--- src/rtl/debounce_pkg.sv ---
// Shared types and constants for the push-button debounce stage.
package debounce_pkg;

  typedef enum logic [1:0] {
    RELEASED,
    ARM_PRESS,
    PRESSED,
    ARM_RELEASE
  } db_state_t;

  localparam int DEBOUNCE_CYCLES_DEFAULT = 250000;
  localparam int GLITCH_COUNT_W          = 16;

endpackage

--- src/rtl/debounce_channel.sv ---
// One button channel: 2-flop synchroniser, debounce FSM and stability counter.
// The glitch flag exists only when DEBOUNCE_GLITCH_COUNT_EN is defined.
module debounce_channel
  import debounce_pkg::*;
#(
  parameter int DEBOUNCE_CYCLES = DEBOUNCE_CYCLES_DEFAULT
) (
  input  logic       vga_clock,
  input  logic       reset,
  input  logic       pressed_async,
  output logic       clean,
  output logic       changed,
`ifdef DEBOUNCE_GLITCH_COUNT_EN
  output logic       glitch,
`endif
  output logic [1:0] debug_state
);

  localparam int CNT_W = $clog2(DEBOUNCE_CYCLES + 1);
  localparam logic [CNT_W-1:0] CNT_LAST = CNT_W'(DEBOUNCE_CYCLES - 1);

  logic             sync_meta;
  logic             sync_s;
  db_state_t        state;
  logic [CNT_W-1:0] cnt;

  assign debug_state = state;

  always_ff @(posedge vga_clock or negedge reset) begin
    if (!reset) begin
      sync_meta <= 1'b0;
      sync_s    <= 1'b0;
    end else begin
      sync_meta <= pressed_async;
      sync_s    <= sync_meta;
    end
  end

  // An abort drops back to the stable state with cnt=0, so the next arm starts from scratch.
  always_ff @(posedge vga_clock or negedge reset) begin
    if (!reset) begin
      state   <= RELEASED;
      cnt     <= '0;
      clean   <= 1'b0;
      changed <= 1'b0;
`ifdef DEBOUNCE_GLITCH_COUNT_EN
      glitch  <= 1'b0;
`endif
    end else begin
      changed <= 1'b0;
`ifdef DEBOUNCE_GLITCH_COUNT_EN
      glitch  <= 1'b0;
`endif
      case (state)
        RELEASED: begin
          if (sync_s) begin
            state <= ARM_PRESS;
            cnt   <= CNT_W'(1);
          end
        end
        ARM_PRESS: begin
          if (!sync_s) begin
            state  <= RELEASED;
            cnt    <= '0;
`ifdef DEBOUNCE_GLITCH_COUNT_EN
            glitch <= 1'b1;
`endif
          end else if (cnt == CNT_LAST) begin
            state   <= PRESSED;
            cnt     <= '0;
            clean   <= 1'b1;
            changed <= 1'b1;
          end else begin
            cnt <= cnt + 1'b1;
          end
        end
        PRESSED: begin
          if (!sync_s) begin
            state <= ARM_RELEASE;
            cnt   <= CNT_W'(1);
          end
        end
        ARM_RELEASE: begin
          if (sync_s) begin
            state  <= PRESSED;
            cnt    <= '0;
`ifdef DEBOUNCE_GLITCH_COUNT_EN
            glitch <= 1'b1;
`endif
          end else if (cnt == CNT_LAST) begin
            state   <= RELEASED;
            cnt     <= '0;
            clean   <= 1'b0;
            changed <= 1'b1;
          end else begin
            cnt <= cnt + 1'b1;
          end
        end
        default: begin
          state <= RELEASED;
          cnt   <= '0;
        end
      endcase
    end
  end

endmodule

--- src/rtl/button_debouncer.sv ---
// Push-button conditioning: normalise polarity, then debounce each channel independently.
// Optional saturating glitch counter enabled by DEBOUNCE_GLITCH_COUNT_EN.
module button_debouncer
  import debounce_pkg::*;
#(
  parameter int N_BUTTONS       = 4,
  parameter int DEBOUNCE_CYCLES = DEBOUNCE_CYCLES_DEFAULT,
  parameter int ACTIVE_LOW      = 1
) (
  input  logic                      vga_clock,
  input  logic                      reset,
  input  logic [N_BUTTONS-1:0]      raw_buttons,
  output logic [N_BUTTONS-1:0]      clean,
  output logic [N_BUTTONS-1:0]      changed,
`ifdef DEBOUNCE_GLITCH_COUNT_EN
  output logic [GLITCH_COUNT_W-1:0] glitch_count,
`endif
  output logic [2*N_BUTTONS-1:0]    debug_state
);

  logic [N_BUTTONS-1:0] pressed_async;

  assign pressed_async = (ACTIVE_LOW != 0) ? ~raw_buttons : raw_buttons;

`ifdef DEBOUNCE_GLITCH_COUNT_EN
  logic [N_BUTTONS-1:0] glitch_vec;
`endif

  for (genvar i = 0; i < N_BUTTONS; i++) begin : g_chan
    debounce_channel #(
      .DEBOUNCE_CYCLES(DEBOUNCE_CYCLES)
    ) u_chan (
      .vga_clock    (vga_clock),
      .reset        (reset),
      .pressed_async(pressed_async[i]),
      .clean        (clean[i]),
      .changed      (changed[i]),
`ifdef DEBOUNCE_GLITCH_COUNT_EN
      .glitch       (glitch_vec[i]),
`endif
      .debug_state  (debug_state[2*i +: 2])
    );
  end

`ifdef DEBOUNCE_GLITCH_COUNT_EN
  // Counts cycles with any abort, not aborts per channel.
  always_ff @(posedge vga_clock or negedge reset) begin
    if (!reset) begin
      glitch_count <= '0;
    end else if ((|glitch_vec) && (glitch_count != '1)) begin
      glitch_count <= glitch_count + 1'b1;
    end
  end
`endif

endmodule

--- config.mk ---
export PLATFORM = sky130hd
export DESIGN_NAME = button_debouncer
export DESIGN_NICKNAME = d
export VERILOG_FILES = /design/src/rtl/debounce_pkg.sv /design/src/rtl/debounce_channel.sv /design/src/rtl/button_debouncer.sv
export SDC_FILE = /design/constraint.sdc
export NUM_CORES = 1
export LEC_CHECK = 0
export CAP_MARGIN = 15
export CORE_AREA = 2 2 95 97
export CTS_CLUSTER_DIAMETER = 150
export DETAILED_ROUTE_END_ITERATION = 8
export DIE_AREA = 0 0 97 99
export GPL_ROUTABILITY_DRIVEN = 0
export MAX_ROUTING_LAYER = met4
export PLACE_DENSITY = 0.77
export SYNTH_ARGS = -nofsm -noshare
export SYNTH_HDL_FRONTEND = slang
export SYNTH_SLANG_ARGS = --single-unit
--- constraint.sdc ---
create_clock -name vga_clock -period 2.05 [get_ports vga_clock]
set_input_delay 0.3075 -clock vga_clock [delete_from_list [all_inputs] [get_ports vga_clock]]
set_output_delay 0.3075 -clock vga_clock [all_outputs]
set_load 0.02 [all_outputs]
==> results of run 1 <==
-- power by group through the flow --
| stage | Combinational (uW) | Sequential, uW | Clock, uW |
|---|---|---|---|
| 5_1_grt | 509 | 2060 | 1560 |
| 3_3_place_gp | 423 | 2080 | 0 |
| 6_report | 453 | 2050 | 1460 |
| 4_1_cts | 439 | 2050 | 1480 |
| 3_5_place_dp | 436 | 2080 | 0 |
| 2_1_floorplan | 276 | 2060 | 0 |
-- per-stage QoR --
| stage | utilization | hold WS, ps |
|---|---|---|
| after floorplan | - | 11.9 |
| after global placement | 0.640 | 291 |
| after detailed placement | 0.640 | 293 |
| after CTS | 0.669 | 361 |
| after global routing | 0.671 | 371 |
| final | 0.671 | 358 |
-- routing by layer --
| metal | share of wire | track usage | up-vias |
|---|---|---|---|
| li1 | - | - | 2060 |
| met1 | 0.46 | 0.324 | 2048 |
| met2 | 0.49 | 0.379 | 98 |
| met3 | 0.036 | 0.0333 | 22 |
| met4 | 0.019 | 0.0943 | 0 |
| met5 | 0 | - | - |
-- final timing paths --
kind,startpoint,endpoint
min in group asynchronous,reset,g_chan[3].u_chan.cnt[3]
max in group asynchronous,reset,g_chan[1].u_chan.cnt[15]
hold / removal,g_chan[0].u_chan.sync_meta,g_chan[0].u_chan.sync_s
hold reg to reg,g_chan[0].u_chan.sync_meta,g_chan[0].u_chan.sync_s
setup / recovery,g_chan[3].u_chan.cnt[0],g_chan[3].u_chan.cnt[10]
setup reg to reg,g_chan[3].u_chan.cnt[0],g_chan[3].u_chan.cnt[10]
-- sequential cells by signal, indices dropped and copies added (netlist names), named ones only --
register and flops:
g_chan.u_chan.clean 4, g_chan.u_chan.cnt 72, g_chan.u_chan.sync_s 4, g_chan.u_chan.debug_state 4, g_chan.u_chan.sync_meta 4, g_chan.u_chan.changed 4
-- area by class of cell --
cell class                      count  area share
Timing Repair Buffer               48      0.0741
Tap cell                          108      0.0235
Sequential cell                    96       0.419
Clock buffer                       11      0.0229
Inverter                           24      0.0157
Multi-Input combinational cell    411       0.427
Clock inverter                      5      0.0183
-- cells in the final DEF (no fill, tap or decap), types with 4 or more instances in the layout --
master and count:
a21o_1 9, a21oi_1 28, a22o_1 8, and2_1 9
and3_1 7, buf_4 26, clkbuf_8 9, clkdlybuf4s50_1 20
dfrtp_1 96, ha_1 4, inv_1 24, mux2i_1 8
nand2_1 62, nand3_1 51, nand4_1 21, nor2_1 45
nor2b_1 4, nor3_1 12, nor4_1 11, o211ai_1 4
o21a_1 4, o21ai_0 28, o21ai_1 5, o31ai_1 4
or2_2 4, or3_1 17, xnor2_1 10, xor2_1 7
-- cells by family after synthesis --
kind of cell             share of synthesized area
AO/OA/AOI/OAI                                0.145
adder cells (fa/ha/maj)                    0.00990
buffers and inverters                       0.0421
AND/OR/NAND/NOR                              0.273
flip-flops                                   0.475
XOR/XNOR                                    0.0294
multiplexers                                0.0255
-- critical path: stages, from the launching register on --
cell     delay, ps
dfrtp_1        410
ha_1           200
nand3_2         90
or4_4          600
o21ai_4        280
o21ai_1        110
a22o_1         180
-- repair_timing --
item	4_1_cts	5_1_grt
endpoints found under the setup margin	2	17
pin swaps	0	1
hold buffers	1	0
buffers inserted	0	2
endpoints found under the hold margin	32	0
gates resized for setup	1	2
==> results_dict.tcl, run 1 <==
set metrics [dict create \
    status "finished, final reports clean" \
    antenna_left 0 \
    worst_setup_path_end_kind "flop" \
    synth_fp_nets 562 \
    pwr_density_cell_nw_per_um2 691 \
    totalWireLength_microns 10900 \
    grt_pass1_vias 4039 \
    slew_violations 0 \
    async_flop_share 1.00 \
    num_io_pins 22 \
    finalPower_uw 3970 \
    min_path_type "flop to flop" \
    startpoint_type "flop" \
    finalInstanceArea_sq_um 5740 \
    yosys.cell_types.count 59 \
    r2r_slack_ps 80 \
    die_h_microns 99 \
    num_rows 34 \
    core_area_sq_um 8550 \
    io_buffers 21 \
    power_frac_seq 0.517 \
    hold_depth 0 \
    synthFlopType "dfrtp_1" \
    post-route-period-util 0.963 \
    fin_nets 600 \
    p_sw_frac 0.256 \
    clock_sinks 96 \
    flow.area_growth_from_synthesis_pct 13.5 \
    fill_cells 668 \
    grt_max_degree 39 \
    arrival_ps 2240 \
    hold_viol_final 0 \
    multi_input_area_sq_um 2450 \
    seq_area_frac_synth 0.475 \
    synth_edf_count 0 \
    antenna_found_initial 0 \
    grt_pass1_wl_microns 18900 \
    track_usage 0.242 \
    drtIter0Drc 179 \
    first_pass_iters 4 \
    fin_cells 703 \
    clock_latency_ps 370 \
    yosys.area.top_type "dfrtp_1" \
    max_freq_ghz 0.507 \
    finalWorstSetupSlack_ps 76.4 \
    antenna_cells 0 \
    ir_drop_mv 0.410 \
    maxCapViolCount 0 \
    setup_viol 0 \
    leakage_uw 0.00242 \
    finalClockSkew_ps 7.02 \
    root_buffer "clkbuf_8" \
    clockBufferDepth 2 \
    dp.cells 684 \
    synth_seq_cells 96 \
    start_util 0.591 \
    register_area_sq_um 2400 \
    reg2reg_depth 6 \
    synth.most_common_cell "dfrtp_1" \
    combPwrFrac 0.114 \
    synth_top_cells_by_count "dfrtp_1 (96), nand2_1 (62), nand3_1 (51)" \
    drc_errors 0 \
    die-area_sq_um 9600 \
    maxSlewHeadroom 0.563 \
    synthCells 552 \
    fin_tns_setup_ps 0 \
    die_w_microns 97 \
    yosysTopAreaCellShare 0.475 \
    clk_pin_slew_ps 90 \
    post_drt_via_cell_ratio 6.01 \
    hpwl_microns 7430 \
    rsz0062_at_grt "false" \
    crit_required_ps 2320 \
    drive_gt1_frac 0.109 \
    cts_max_level 3 \
    syn-mean-instance-area_sq_um 9.16 \
    overflow 0 \
    cts-buffers-inserted 9 \
    yosys-top-cells-area "dfrtp_1 (48%), nand3_1 (5.0%), nand2_1 (4.6%)" \
    finalCriticalPeriod_ps 1970 \
    num_vias 4228 \
    syn-cell-area_sq_um 5060 \
    cp_max_fo 7 \
    cts_tree "yes" \
    p_clk_frac 0.369 \
    wl_per_cell_microns 15.5 \
    place_worst_setup_slack_ps 47.7 \
    p_switching_uw 1020 \
    p_int_uw 2950 \
    postPlaceCellArea_sq_um 5470 \
    yosysWarnings 0 \
    tightestPinTransition_ps 655 \
    worstSetupPathType "flop to flop" \
]
No activity file was read; power rests on OpenSTA's default activity.
==> run 2: changes to the inputs <==
MAX_ROUTING_LAYER = default   (was met4)
==> run 2 against run 1 <==
Die area unchanged. Via count up 0.24%. Sequential share of layout area stayed put. Wire length barely moved. Critical path type unchanged.
==> results_dict.tcl, run 2 (synthesis gave the netlist of run 1 again) <==
set metrics [dict create \
    status "finished, final reports clean" \
    worst-path-buf-inv 0 \
    leakage_uw 0.00242 \
    grt_pass1_vias 4039 \
    io_buffers 21 \
    num_vias 4238 \
    post-route-period-util 0.963 \
    tightestPinTransition_ps 646 \
    final_common_cell "dfrtp_1" \
    grt_pass1_wl_microns 18900 \
    clock_sinks 96 \
    hold_viol_final 0 \
    fill_cells 668 \
    finalWorstSetupSlack_ps 75.4 \
    num_io_pins 22 \
    startpoint_type "flop" \
    finalCriticalPeriod_ps 1970 \
    post_drt_via_cell_ratio 6.03 \
    crit_family "simple AND/OR/NAND/NOR gates" \
    max_freq_ghz 0.506 \
    hold_depth 0 \
    clock_latency_ps 370 \
    worstSetupPathType "flop to flop" \
    place_worst_setup_slack_ps 47.7 \
    hpwl_microns 7430 \
    fin_tns_setup_ps 0 \
    die_w_microns 97 \
    slowest_stage "or4_4" \
    setup_viol 0 \
    final_core_util 0.671 \
    crit_required_ps 2320 \
    pwr_density_cell_nw_per_um2 691 \
    ir_drop_mv 0.408 \
    wl_per_cell_microns 15.5 \
    final_cell_mix "dfrtp_1 (96), nand2_1 (62), nand3_1 (51), nor2_1 (45)" \
    largest_register "g_chan.u_chan.cnt" \
    fin_nets 600 \
    gr-usage-met2 0.379 \
    core_area_sq_um 8550 \
    holdWs_ps 357 \
    totalWireLength_microns 10900 \
    antenna_found_initial 0 \
    reg2reg_depth 6 \
    largest_reg_flops 72 \
    flow.area_growth_from_synthesis_pct 13.5 \
    cts_max_level 3 \
    drive_gt1_frac 0.109 \
    root_buffer "clkbuf_8" \
    start_util 0.591 \
    min_path_type "flop to flop" \
    fin_cells 703 \
    worst_setup_path_end_kind "flop" \
    first_pass_iters 4 \
    die_h_microns 99 \
    antenna_left 0 \
    crit_path_cell_trace "ha_1, nand3_2, or4_4, o21ai_4, o21ai_1, a22o_1" \
    die-area_sq_um 9600 \
    arrival_ps 2240 \
    drc_errors 0 \
    maxSlewHeadroom 0.569 \
    slew_violations 0 \
    maxCapViolCount 0 \
    grt_max_degree 39 \
    clockBufferDepth 2 \
    cts_tree "yes" \
    cts-buffers-inserted 9 \
    antenna_cells 0 \
    rsz0062_at_grt "false" \
    track_usage 0.235 \
    finalClockSkew_ps 7.55 \
    register_area_sq_um 2400 \
    drtIter0Drc 171 \
    overflow 0 \
    multi_input_area_sq_um 2450 \
    use_met3 0.0333 \
    clk_pin_slew_ps 90 \
    dp.cells 684 \
    grt_busiest_layer "met2" \
    cp_max_fo 7 \
    num_rows 34 \
    max_stage_delay_ps 600 \
    grt_use_met1 0.324 \
    cp.depth 6 \
]
run 2: worst paths after layout:
path | endpoint | slack [ps] | from
max in group asynchronous | g_chan[1].u_chan.cnt[15] | 1030 | reset
min in group asynchronous | g_chan[3].u_chan.cnt[3] | 420 | reset
max reg2reg | g_chan[3].u_chan.cnt[10] | 80 | g_chan[3].u_chan.cnt[0]
min | g_chan[0].u_chan.sync_s | 360 | g_chan[0].u_chan.sync_meta
max | g_chan[3].u_chan.cnt[10] | 80 | g_chan[3].u_chan.cnt[0]
min reg2reg | g_chan[0].u_chan.sync_s | 360 | g_chan[0].u_chan.sync_meta
run 2: cell type report:
type | count | area share
Multi-Input combinational cell | 411 | 0.427
Sequential cell | 96 | 0.419
Timing Repair Buffer | 48 | 0.0741
Tap cell | 108 | 0.0235
Clock buffer | 11 | 0.0229
Clock inverter | 5 | 0.0183
Inverter | 24 | 0.0157
run 2: metrics by stage:
stage,instance area (sq um),power (uW)
finish,5740,3960
global route,5740,4130
CTS,5720,3970
detailed placement,5470,2520
global placement,5470,2500
floorplan,5060,2340
run 2: what timing repair did:
action                     4_1_cts  5_1_grt
setup endpoints to repair        2       17
hold buffers                     1        0
gates resized for setup          1        2
pin swaps                        0        1
hold endpoints to repair        32        0
setup buffers                    0        2
run 2: worst register-to-register path, stage by stage, from the launching register on:
cell and delay, ps:
dfrtp_1 410, ha_1 200, nand3_2 90, or4_4 600, o21ai_4 280, o21ai_1 110, a22o_1 180
run 2: routing by layer:
layer,up-vias,share of wire
met3,20,0.046
met1,2050,0.45
met2,105,0.49
li1,2063,-
met4,0,0.017
met5,-,0
run 2: power breakdown:
part	switching, uW	total, uW	internal [uW]
clock	652	1460	811
sequential	94.2	2050	1950
combinational	266	452	186
